==> src/rtl/vedic_mac_pipe.sv <==
// vedic_mac_pipe: three-stage pipelined multiply-accumulate unit.
//   stage 1 : four half-width Vedic quadrant products are registered
//   stage 2 : quadrant products are combined into the exact 2*WIDTH product
//   stage 3 : product is accumulated per packet; a last beat emits the result
//
// Handshake: a beat transfers on a rising edge where in_valid && in_ready;
// a result transfers on a rising edge where out_valid && out_ready. The
// whole pipeline advances only when the output register is free or being
// drained (adv = !out_valid || out_ready), so in_ready equals adv and every
// stage, valid bits included, holds while a result waits for out_ready.

// 2x2 Vedic cell: vertical and crosswise partial products of two 2-bit values.
module vedic_cell2 (
   input  logic [1:0] a,
   input  logic [1:0] b,
   output logic [3:0] p
);
   logic cross_lo;
   logic cross_hi;
   logic carry;
   logic top;

   // Crosswise term plus its carry into the vertical high term.
   always_comb begin
      cross_lo = a[1] & b[0];
      cross_hi = a[0] & b[1];
      carry    = cross_lo & cross_hi;
      top      = a[1] & b[1];
      p[0]     = a[0] & b[0];
      p[1]     = cross_lo ^ cross_hi;
      p[2]     = top ^ carry;
      p[3]     = top & carry;
   end
endmodule

// Recursive Vedic multiplier: splits N-bit operands into halves until the
// 2x2 cell is reached, then recombines the four partial products.
module vedic_mul #(
   parameter int N = 4
) (
   input  logic [N-1:0]   a,
   input  logic [N-1:0]   b,
   output logic [2*N-1:0] p
);
   generate
      if (N == 2) begin : g_leaf
         vedic_cell2 u_cell (.a(a), .b(b), .p(p));
      end else begin : g_split
         localparam int H = N / 2;
         logic [N-1:0] pp0;
         logic [N-1:0] pp1;
         logic [N-1:0] pp2;
         logic [N-1:0] pp3;

         vedic_mul #(.N(H)) u_ll (.a(a[H-1:0]), .b(b[H-1:0]), .p(pp0));
         vedic_mul #(.N(H)) u_lh (.a(a[H-1:0]), .b(b[N-1:H]), .p(pp1));
         vedic_mul #(.N(H)) u_hl (.a(a[N-1:H]), .b(b[H-1:0]), .p(pp2));
         vedic_mul #(.N(H)) u_hh (.a(a[N-1:H]), .b(b[N-1:H]), .p(pp3));

         // Shift-and-add of the quadrant products into the full product.
         always_comb begin
            p = {{N{1'b0}}, pp0}
              + {{H{1'b0}}, pp1, {H{1'b0}}}
              + {{H{1'b0}}, pp2, {H{1'b0}}}
              + {pp3, {N{1'b0}}};
         end
      end
   endgenerate
endmodule

module vedic_mac_pipe #(
   parameter int WIDTH     = 8,
   parameter int ACC_WIDTH = 24,
   parameter int CNT_WIDTH = 8,
   parameter int SATURATE  = 0
) (
   input  logic                 clk,
   input  logic                 rst_n,
   input  logic                 in_valid,
   output logic                 in_ready,
   input  logic [WIDTH-1:0]     in_a,
   input  logic [WIDTH-1:0]     in_b,
   input  logic                 in_first,
   input  logic                 in_last,
   output logic                 out_valid,
   input  logic                 out_ready,
   output logic [ACC_WIDTH-1:0] out_acc,
   output logic [CNT_WIDTH-1:0] out_count,
   output logic                 out_ovf
);
   localparam int H    = WIDTH / 2;
   localparam int PW   = 2 * WIDTH;
   localparam int EXTW = ACC_WIDTH + 1 - PW;

   logic adv;
   logic accept;

   // Quadrant products from the combinational half-width multipliers.
   logic [WIDTH-1:0] q0_c;
   logic [WIDTH-1:0] q1_c;
   logic [WIDTH-1:0] q2_c;
   logic [WIDTH-1:0] q3_c;

   // Stage 1 registers.
   logic             s1_valid;
   logic             s1_first;
   logic             s1_last;
   logic [WIDTH-1:0] s1_q0;
   logic [WIDTH-1:0] s1_q1;
   logic [WIDTH-1:0] s1_q2;
   logic [WIDTH-1:0] s1_q3;

   // Stage 2 registers.
   logic          s2_valid;
   logic          s2_first;
   logic          s2_last;
   logic [PW-1:0] s2_prod;
   logic [PW-1:0] prod_c;

   // Accumulator state for the packet in progress.
   logic [ACC_WIDTH-1:0] acc;
   logic [CNT_WIDTH-1:0] cnt;
   logic                 ovf;

   // Next-state values of the accumulator stage.
   logic [ACC_WIDTH-1:0] base;
   logic [ACC_WIDTH:0]   sum;
   logic                 ovf_now;
   logic [ACC_WIDTH-1:0] acc_next;
   logic [CNT_WIDTH-1:0] cnt_next;
   logic                 ovf_next;

   // Flow control: the pipeline moves whenever the output slot can take a result.
   always_comb begin
      adv      = !out_valid || out_ready;
      in_ready = adv;
      accept   = in_valid && adv;
   end

   vedic_mul #(.N(H)) u_q0 (.a(in_a[H-1:0]),     .b(in_b[H-1:0]),     .p(q0_c));
   vedic_mul #(.N(H)) u_q1 (.a(in_a[H-1:0]),     .b(in_b[WIDTH-1:H]), .p(q1_c));
   vedic_mul #(.N(H)) u_q2 (.a(in_a[WIDTH-1:H]), .b(in_b[H-1:0]),     .p(q2_c));
   vedic_mul #(.N(H)) u_q3 (.a(in_a[WIDTH-1:H]), .b(in_b[WIDTH-1:H]), .p(q3_c));

   // Stage 1: capture quadrant products and the packet flags of the accepted beat.
   always_ff @(posedge clk or negedge rst_n) begin
      if (!rst_n) begin
         s1_valid <= 1'b0;
         s1_first <= 1'b0;
         s1_last  <= 1'b0;
         s1_q0    <= '0;
         s1_q1    <= '0;
         s1_q2    <= '0;
         s1_q3    <= '0;
      end else if (adv) begin
         s1_valid <= accept;
         s1_first <= in_first;
         s1_last  <= in_last;
         s1_q0    <= q0_c;
         s1_q1    <= q1_c;
         s1_q2    <= q2_c;
         s1_q3    <= q3_c;
      end
   end

   // Recombine the registered quadrants: q0 + (q1+q2)<<H + q3<<2H.
   always_comb begin
      prod_c = {{WIDTH{1'b0}}, s1_q0}
             + {{H{1'b0}}, s1_q1, {H{1'b0}}}
             + {{H{1'b0}}, s1_q2, {H{1'b0}}}
             + {s1_q3, {WIDTH{1'b0}}};
   end

   // Stage 2: register the exact product alongside its flags.
   always_ff @(posedge clk or negedge rst_n) begin
      if (!rst_n) begin
         s2_valid <= 1'b0;
         s2_first <= 1'b0;
         s2_last  <= 1'b0;
         s2_prod  <= '0;
      end else if (adv) begin
         s2_valid <= s1_valid;
         s2_first <= s1_first;
         s2_last  <= s1_last;
         s2_prod  <= prod_c;
      end
   end

   // Accumulate with one spare bit so the carry out marks a wrap or clamp.
   always_comb begin
      base     = s2_first ? '0 : acc;
      sum      = {1'b0, base} + {{EXTW{1'b0}}, s2_prod};
      ovf_now  = sum[ACC_WIDTH];
      acc_next = sum[ACC_WIDTH-1:0];
      if ((SATURATE != 0) && ovf_now) begin
         acc_next = '1;
      end
      cnt_next = s2_first ? {{(CNT_WIDTH-1){1'b0}}, 1'b1} : cnt + 1'b1;
      ovf_next = (s2_first ? 1'b0 : ovf) | ovf_now;
   end

   // Stage 3: running packet state; a last beat hands off and clears it.
   always_ff @(posedge clk or negedge rst_n) begin
      if (!rst_n) begin
         acc <= '0;
         cnt <= '0;
         ovf <= 1'b0;
      end else if (adv && s2_valid) begin
         if (s2_last) begin
            acc <= '0;
            cnt <= '0;
            ovf <= 1'b0;
         end else begin
            acc <= acc_next;
            cnt <= cnt_next;
            ovf <= ovf_next;
         end
      end
   end

   // Output slot: load on a completing last beat, otherwise empty once drained.
   always_ff @(posedge clk or negedge rst_n) begin
      if (!rst_n) begin
         out_valid <= 1'b0;
         out_acc   <= '0;
         out_count <= '0;
         out_ovf   <= 1'b0;
      end else if (adv) begin
         if (s2_valid && s2_last) begin
            out_valid <= 1'b1;
            out_acc   <= acc_next;
            out_count <= cnt_next;
            out_ovf   <= ovf_next;
         end else begin
            out_valid <= 1'b0;
         end
      end
   end
endmodule

==> config.mk <==
export PLATFORM = sky130hd
export DESIGN_NAME = vedic_mac_pipe
export DESIGN_NICKNAME = d
export VERILOG_FILES = /design/src/rtl/vedic_mac_pipe.sv
export SDC_FILE = /design/constraint.sdc
export NUM_CORES = 1
export LEC_CHECK = 0
export CORE_MARGIN = 1
export CORE_UTILIZATION = 31
export DETAILED_ROUTE_END_ITERATION = 7
export PLACE_DENSITY = 0.43
export SLEW_MARGIN = 15
export SYNTH_ARGS = -nofsm -noshare
export SYNTH_HDL_FRONTEND = slang
export SYNTH_HIERARCHICAL = 1
export SYNTH_SLANG_ARGS = --single-unit
==> constraint.sdc <==
create_clock -name clk -period 8.2 [get_ports clk]
set_clock_uncertainty 0.15 [all_clocks]
set_input_delay 1.23 -clock clk [delete_from_list [all_inputs] [get_ports clk]]
set_output_delay 1.23 -clock clk [all_outputs]
set_load 0.03 [all_outputs]
# Yosys cells after proc, flatten, opt, wreduce, memory -nomap -nowiden
# Cells that the tools add are included.
dict set report op_classes {
  muxes 7
  addsub 17
  n_reduce_logical 6
  bitwise 129
}
# operator n
set ops {}
lappend ops {{bitwise AND 1 bit} 96}
lappend ops {{2-to-1 mux 24 bit} 2}
lappend ops {{adder 8 x 6 -> 8 bit} 4}
lappend ops {{adder 8 bit} 4}
lappend ops {{XOR 1 bit} 32}
lappend ops {{adder 4 x 6 -> 7 bit} 4}
lappend ops {{adder 24 x 16 -> 25 bit} 1}
lappend ops {{adder 14 x 16 -> 16 bit} 1}
lappend ops {{2-to-1 mux 8 bit} 2}
lappend ops {{adder 13 x 12 -> 14 bit} 1}
lappend ops {{adder 8 x 12 -> 13 bit} 1}
lappend ops {{adder 8 x 1 -> 8 bit (second input constant)} 1}
lappend ops {{logical AND 1 bit} 3}
lappend ops {{2-to-1 mux 1 bit} 3}
lappend ops {{AND reduction 2 bit} 1}
lappend ops {{zero test 1 bit} 1}
lappend ops {{logical OR 1 bit} 1}
lappend ops {{bitwise OR 1 bit} 1}
dict set report word_totals {
  out_inout_bits 35
  ff_bits 121
}

# Depth between registers and ports, before layout
dict set report depth {
  ltp_word 6
  depth_mapped 14
  mapped_depth_nobuf 14
}

# Cells and area by module
# The synthesis kept the hierarchy.
# mod area_per_inst_um2 cells_per_inst seq_area_each_um2 n_inst
set by_module_without_submodules {}
lappend by_module_without_submodules {vedic_mac_pipe 6471.2 708 3027.9 1}
lappend by_module_without_submodules {{vedic_mul at u_q0 ...} 249.0 27 0.0 4}
lappend by_module_without_submodules {vedic_cell2 50.0 6 0.0 16}

# Least setup slack after synthesis
# Ideal clock, no wire load.
dict set report synth_path {
  kind {input-to-reg}
  from {input in_a[1]}
  to {register s1_q0[7]}
  stages 11
  arrival_time_ns 3.428
  setup_ns 0.065
  path_slack_ns 4.556
  required_ns 7.985
  n_path_buf 0
  cell_sequence {and2_1 > ha_1 > ha_1 > fa_1 > inv_1 > fa_1 > nand2b_1 > a21oi_2 > xor2_1 > nand2_1 > nand2_1}
}
dict set report synth_via {
  elab_chain_len 6
  elab_cells_between_ends 15
  classes_between {add/sub (3); bitwise (12)}
}
# element line
set synth_rtl {}
lappend synth_rtl {{from (decl)} 81} ;# input logic [WIDTH-1:0] in_a,
lappend synth_rtl {{bitwise AND 1 bit} 25} ;# cross_lo = a[1] & b[0];
lappend synth_rtl {{bitwise AND 1 bit} 27} ;# carry = cross_lo & cross_hi;
lappend synth_rtl {{XOR 1 bit *} 31} ;# p[2] = top ^ carry;
lappend synth_rtl {{net u_q0.g_split.pp1[2]} 51} ;# logic [N-1:0] pp1;
lappend synth_rtl {{adder 4 x 6 -> 7 bit *} 63} ;# + {{H{1'b0}}, pp1, {H{1'b0}}}
lappend synth_rtl {{adder 8 x 6 -> 8 bit *} 64} ;# + {{H{1'b0}}, pp2, {H{1'b0}}}
lappend synth_rtl {{adder 8 bit *} 65} ;# + {pp3, {N{1'b0}}};
lappend synth_rtl {{net q0_c[7]} 99} ;# logic [WIDTH-1:0] q0_c;
lappend synth_rtl {{to (signal assigned)} 159} ;# s1_q0 <= q0_c;
lappend synth_rtl {{to (decl)} 108} ;# logic [WIDTH-1:0] s1_q0;
# The timed path passes the listed nets; every way through them passes the cells marked *.
# A chain may end at the register's enable or synchronous reset.

# Worst setup path in the final report
dict set report layout_path {
  from {input out_ready}
  to {output in_ready}
}
dict set report layout_via {
  elab_chain_len 1
}
# element line
set layout_rtl {}
lappend layout_rtl {{from (decl)} 86} ;# input logic out_ready,
lappend layout_rtl {{logical OR 1 bit} 135} ;# adv = !out_valid || out_ready;
lappend layout_rtl {{to (decl)} 80} ;# output logic in_ready,
# Every way passes these cells.

==> flow_summary.html <==
<table>
<tr><th>Metric</th><th>Value</th></tr>
<tr><th colspan="2">Placed design</th></tr>
<tr><td># placed instances</td><td>1274</td></tr>
<tr><td>Port buffer count</td><td>56</td></tr>
<tr><td>Post-detail-place hpwl</td><td>13900 microns</td></tr>
<tr><td>Placer Congestion</td><td>0.774</td></tr>
<tr><th colspan="2">Pwr</th></tr>
<tr><td>Switching component of the power</td><td>1410 uW</td></tr>
<tr><td>Clock network fraction of total power</td><td>22.6%</td></tr>
<tr><td>Power density relative to cell area</td><td>350 nW/um^2</td></tr>
<tr><td>Combinational Power Share</td><td>48.6%</td></tr>
<tr><td>Fraction of power spent switching nets</td><td>41.4%</td></tr>
<tr><td>Static leakage</td><td>0.00467 uW</td></tr>
<tr><td>Cell internal power dissipation</td><td>2000 uW</td></tr>
<tr><td>Proportion of power drawn by flip-flops and latches</td><td>28.7%</td></tr>
<tr><td>Max VDD drop</td><td>0.168 mV</td></tr>
<tr><td>Final Total Pwr</td><td>3410 uW</td></tr>
<tr><th colspan="2">Detailed routing</th></tr>
<tr><td>Iteration-0 DRC count of the detailed router</td><td>301</td></tr>
<tr><td>Pre-Repair DR Iteration Count</td><td>7</td></tr>
<tr><td>Number of nets still failing antenna checks after routing</td><td>0</td></tr>
<tr><td>Detail-routed via count per cell</td><td>4.67</td></tr>
<tr><td>WL final</td><td>19300 microns</td></tr>
<tr><td>DR DRC count</td><td>10</td></tr>
<tr><td>Total vias in the final route</td><td>6081</td></tr>
<tr><td>Routed wire per std cell</td><td>14.8 microns</td></tr>
<tr><th colspan="2">Synth</th></tr>
<tr><td>Commonest cells post-synth</td><td>sky130_fd_sc_hd__nand2_1, sky130_fd_sc_hd__dfrtp_1, sky130_fd_sc_hd__ha_1</td></tr>
<tr><td>Post-Syn Area</td><td>8270 sq um</td></tr>
<tr><td>Distinct cell type count after synthesis</td><td>59</td></tr>
<tr><td>Leading area contributor after synthesis</td><td>sky130_fd_sc_hd__dfrtp_1</td></tr>
<tr><td>Top-count cell post-synth</td><td>sky130_fd_sc_hd__nand2_1</td></tr>
<tr><td>Count of state elements after synthesis</td><td>121</td></tr>
<tr><td>Post-synthesis async set-or-reset flop share</td><td>100%</td></tr>
<tr><td>Net count of the mapped netlist</td><td>1037</td></tr>
<tr><td>Main area contributors after synthesis</td><td>sky130_fd_sc_hd__dfrtp_1, sky130_fd_sc_hd__ha_1, sky130_fd_sc_hd__nand2_1, sky130_fd_sc_hd__fa_1, sky130_fd_sc_hd__and2_1</td></tr>
<tr><td>Synth warnings</td><td>6</td></tr>
<tr><td>Post-synth EDFFs</td><td>0</td></tr>
<tr><td>Sequential-to-total area share from yosys stat</td><td>36.6%</td></tr>
<tr><td>Top-area cell type share of the netlist area</td><td>36.6%</td></tr>
<tr><td>Most used DFF post-synth</td><td>sky130_fd_sc_hd__dfrtp_1</td></tr>
<tr><td>Syn Area/Cell</td><td>9.07 sq um</td></tr>
<tr><td>Number of instances in the synthesized netlist</td><td>912</td></tr>
<tr><th colspan="2">Final layout</th></tr>
<tr><td>Area growth, synth to finish</td><td>18.1%</td></tr>
<tr><td>Number of nets in the layout</td><td>1083</td></tr>
<tr><td>Share of final-layout standard cells stronger than drive strength 1</td><td>6.51%</td></tr>
<tr><td>Number of non-filler instances in the completed layout</td><td>1303</td></tr>
<tr><td># diodes</td><td>0</td></tr>
<tr><th colspan="2">Worst setup path</th></tr>
<tr><td>Reg-to-Reg End</td><td>acc[14]</td></tr>
<tr><td>Worst Path Class, Setup</td><td>input port to primary output</td></tr>
<tr><td>Setup slack on the worst flop-to-flop path</td><td>4.20 ns</td></tr>
<tr><td>Sort of element at the end of the critical path</td><td>primary output</td></tr>
<tr><td>Destination of the critical timing path</td><td>in_ready</td></tr>
<tr><td>Depth of the worst register-to-register path</td><td>8</td></tr>
<tr><td>Required time worst endpoint</td><td>6.82 ns</td></tr>
<tr><td>Peak fanout along the critical path</td><td>70</td></tr>
<tr><td>CP Launch Point</td><td>out_ready</td></tr>
<tr><td>Source of the worst register-to-register timing path</td><td>out_valid</td></tr>
<tr><td>Kind of start point of the critical path</td><td>input port</td></tr>
<tr><td>Arrival time reported for the critical path endpoint</td><td>4.30 ns</td></tr>
<tr><th colspan="2">Clocking</th></tr>
<tr><td>Cts-stage hold buffer count</td><td>0</td></tr>
<tr><td>Number of buffers added by the clock tree synthesis step</td><td>17</td></tr>
<tr><td>Root buf cell</td><td>sky130_fd_sc_hd__clkbuf_16</td></tr>
<tr><td>Post-CTS Setup Inserts</td><td>0</td></tr>
<tr><td># resized after CTS</td><td>0</td></tr>
<tr><td>Clock Pin Slew Worst Setup and Hold Paths</td><td>0.05 ns</td></tr>
<tr><td>Largest buffer count on any clock path</td><td>2</td></tr>
<tr><td>Sinks on the clock net</td><td>121</td></tr>
<tr><td>Skew-Pair Late Insertion Delay</td><td>0.42 ns</td></tr>
<tr><td>Clock H-tree levels</td><td>4</td></tr>
<tr><td>CTS tree</td><td>built</td></tr>
<tr><th colspan="2">Timing</th></tr>
<tr><td>Max-slew headroom</td><td>34.2%</td></tr>
<tr><td>Achievable Freq</td><td>176 MHz</td></tr>
<tr><td>Transition at the pin with the smallest max-transition slack</td><td>0.987 ns</td></tr>
<tr><td>Final sum of negative setup slack</td><td>0 ns</td></tr>
<tr><td>Min Clock Period, post-route</td><td>5.68 ns</td></tr>
<tr><td>Max-slew violations</td><td>0</td></tr>
<tr><td>Final Hold Violating Endpoints</td><td>0</td></tr>
<tr><td>Setup repair after global routing missed its margin</td><td>false</td></tr>
<tr><td>Final setup violation count</td><td>0</td></tr>
<tr><td>Final hold slack</td><td>0.316 ns</td></tr>
<tr><td>Final worst-path cycle share</td><td>69.3%</td></tr>
<tr><th colspan="2">Outcome</th></tr>
<tr><td>Violated checks</td><td>design-rule violations</td></tr>
<tr><td>Outcome</td><td>finished with violations</td></tr>
<tr><th colspan="2">Global route</th></tr>
<tr><td>Number of global-route vias before repair</td><td>6163</td></tr>
<tr><td>Largest net degree at the start of global routing</td><td>76</td></tr>
<tr><td>GRT Util Overall</td><td>15.2%</td></tr>
<tr><td>GRT Residual Overflow</td><td>0</td></tr>
<tr><td>Antenna violations before repair</td><td>0</td></tr>
<tr><td>First-pass GRT wire length</td><td>32400 microns</td></tr>
<tr><th colspan="2">Floorplan</th></tr>
<tr><td>I/O pin count</td><td>57</td></tr>
<tr><td>Die boundary height</td><td>165 microns</td></tr>
<tr><td>Die Outline Area</td><td>27300 sq um</td></tr>
<tr><td>Row count</td><td>59</td></tr>
<tr><td>Horizontal extent of the die</td><td>165 microns</td></tr>
<tr><td>Starting density of the core</td><td>31.6%</td></tr>
<tr><td>Area of the core</td><td>26100 sq um</td></tr>
<tr><th colspan="2">Worst hold path</th></tr>
<tr><td>Class of the most critical hold timing path</td><td>register to register</td></tr>
<tr><th colspan="2">Run</th></tr>
<tr><td>Count of maximum capacitance violations</td><td>0</td></tr>
</table>
## cells by family after synthesis
family	Yosys count	synth area share (%)
muxes	7	0.938
adders and majority gates	103	18.3
xor gates and xnor gates	44	4.66
AOI/OAI and AO/OA	159	13.3
buffers and inverters	92	4.30
and+or+nand+nor	386	21.9
DFF	121	36.6
## layout make-up
cell class                 instances  area, sq um
sequential                       121         3030
fill                            2682        16400
inverter                          58          219
clock buffer                      21          480
tap                              335          419
multi-input combinational        699         4900
clock inverter                     8          120
timing repair buffer              61          596
## power groups by stage
| stage | Clock, uW | Combinational, uW | Sequential, uW |
|---|---|---|---|
| 2_1_floorplan | 0 | 1130 | 1060 |
| 3_3_place_gp | 0 | 1680 | 995 |
| 3_5_place_dp | 0 | 1680 | 995 |
| 4_1_cts | 793 | 1690 | 987 |
| 5_1_grt | 819 | 1900 | 1010 |
| 6_report | 772 | 1660 | 981 |
## cells in the final DEF, fill, tap and decap left out, types with 11 or more instances in the layout
cell type	synthesis	routed
sky130_fd_sc_hd__xnor2_1	28	28
sky130_fd_sc_hd__nand2b_1	11	11
sky130_fd_sc_hd__clkbuf_16	0	17
sky130_fd_sc_hd__nand3_1	16	15
sky130_fd_sc_hd__dfrtp_1	121	121
sky130_fd_sc_hd__xor2_1	16	16
sky130_fd_sc_hd__nand2_1	193	193
sky130_fd_sc_hd__inv_1	56	56
sky130_fd_sc_hd__fa_1	30	30
sky130_fd_sc_hd__ha_1	73	73
sky130_fd_sc_hd__clkdlybuf4s50_1	0	55
sky130_fd_sc_hd__a21oi_1	29	29
sky130_fd_sc_hd__and3_1	13	13
sky130_fd_sc_hd__nor2b_1	22	21
sky130_fd_sc_hd__nor2_1	41	40
sky130_fd_sc_hd__a22o_1	14	14
sky130_fd_sc_hd__o21ai_0	41	41
sky130_fd_sc_hd__and2_1	66	66
## metrics by stage
step / setup WS (ns) / instance area [sq um] / utilization, %
6_report: 2.52 / 9760 / 37.4
3_5_place_dp: 2.75 / 9160 / 35.1
4_1_cts: 2.75 / 9760 / 37.4
2_1_floorplan: 4.56 / 8270 / -
5_1_grt: 2.19 / 9760 / 37.4
3_3_place_gp: 2.75 / 9160 / 35.1
## metal layers
layer,track usage [%],part of all wire [%]
met5,0,0
met4,3.84,0.81
met3,2.80,2.4
met2,24.9,47
met1,20.6,50
## flip-flops by register name, indices dropped and copies added, names as in the netlist
signal     cells
out_valid      1
s1_q2          8
out_count      8
s1_first       1
acc           24
cnt            8
s2_last        1
s1_last        1
s1_q1          8
s1_q0          8
s2_prod       16
s1_q3          8
s1_valid       1
s2_first       1
out_acc       24
out_ovf        1
ovf            1
s2_valid       1
## worst max-delay path: stages
cell and delay (ns):
sky130_fd_sc_hd__clkdlybuf4s50_1 0.44, sky130_fd_sc_hd__nor2b_4 0.78, sky130_fd_sc_hd__clkinv_2 1.01, sky130_fd_sc_hd__clkdlybuf4s50_1 0.84
## worst min-delay path by stage
stage                     start           to  slack (ns)  depth (start not counted)
CTS                    s1_first     s1_first        0.32                          2
floorplan                acc[8]       acc[8]        0.29                          2
global route        out_acc[17]  out_acc[17]        0.35                          2
finish                 s1_first     s1_first        0.32                          2
detailed placement     s1_first     s1_first        0.31                          2
global placement       s1_first     s1_first        0.30                          2
(Power assumes the default switching activity.)
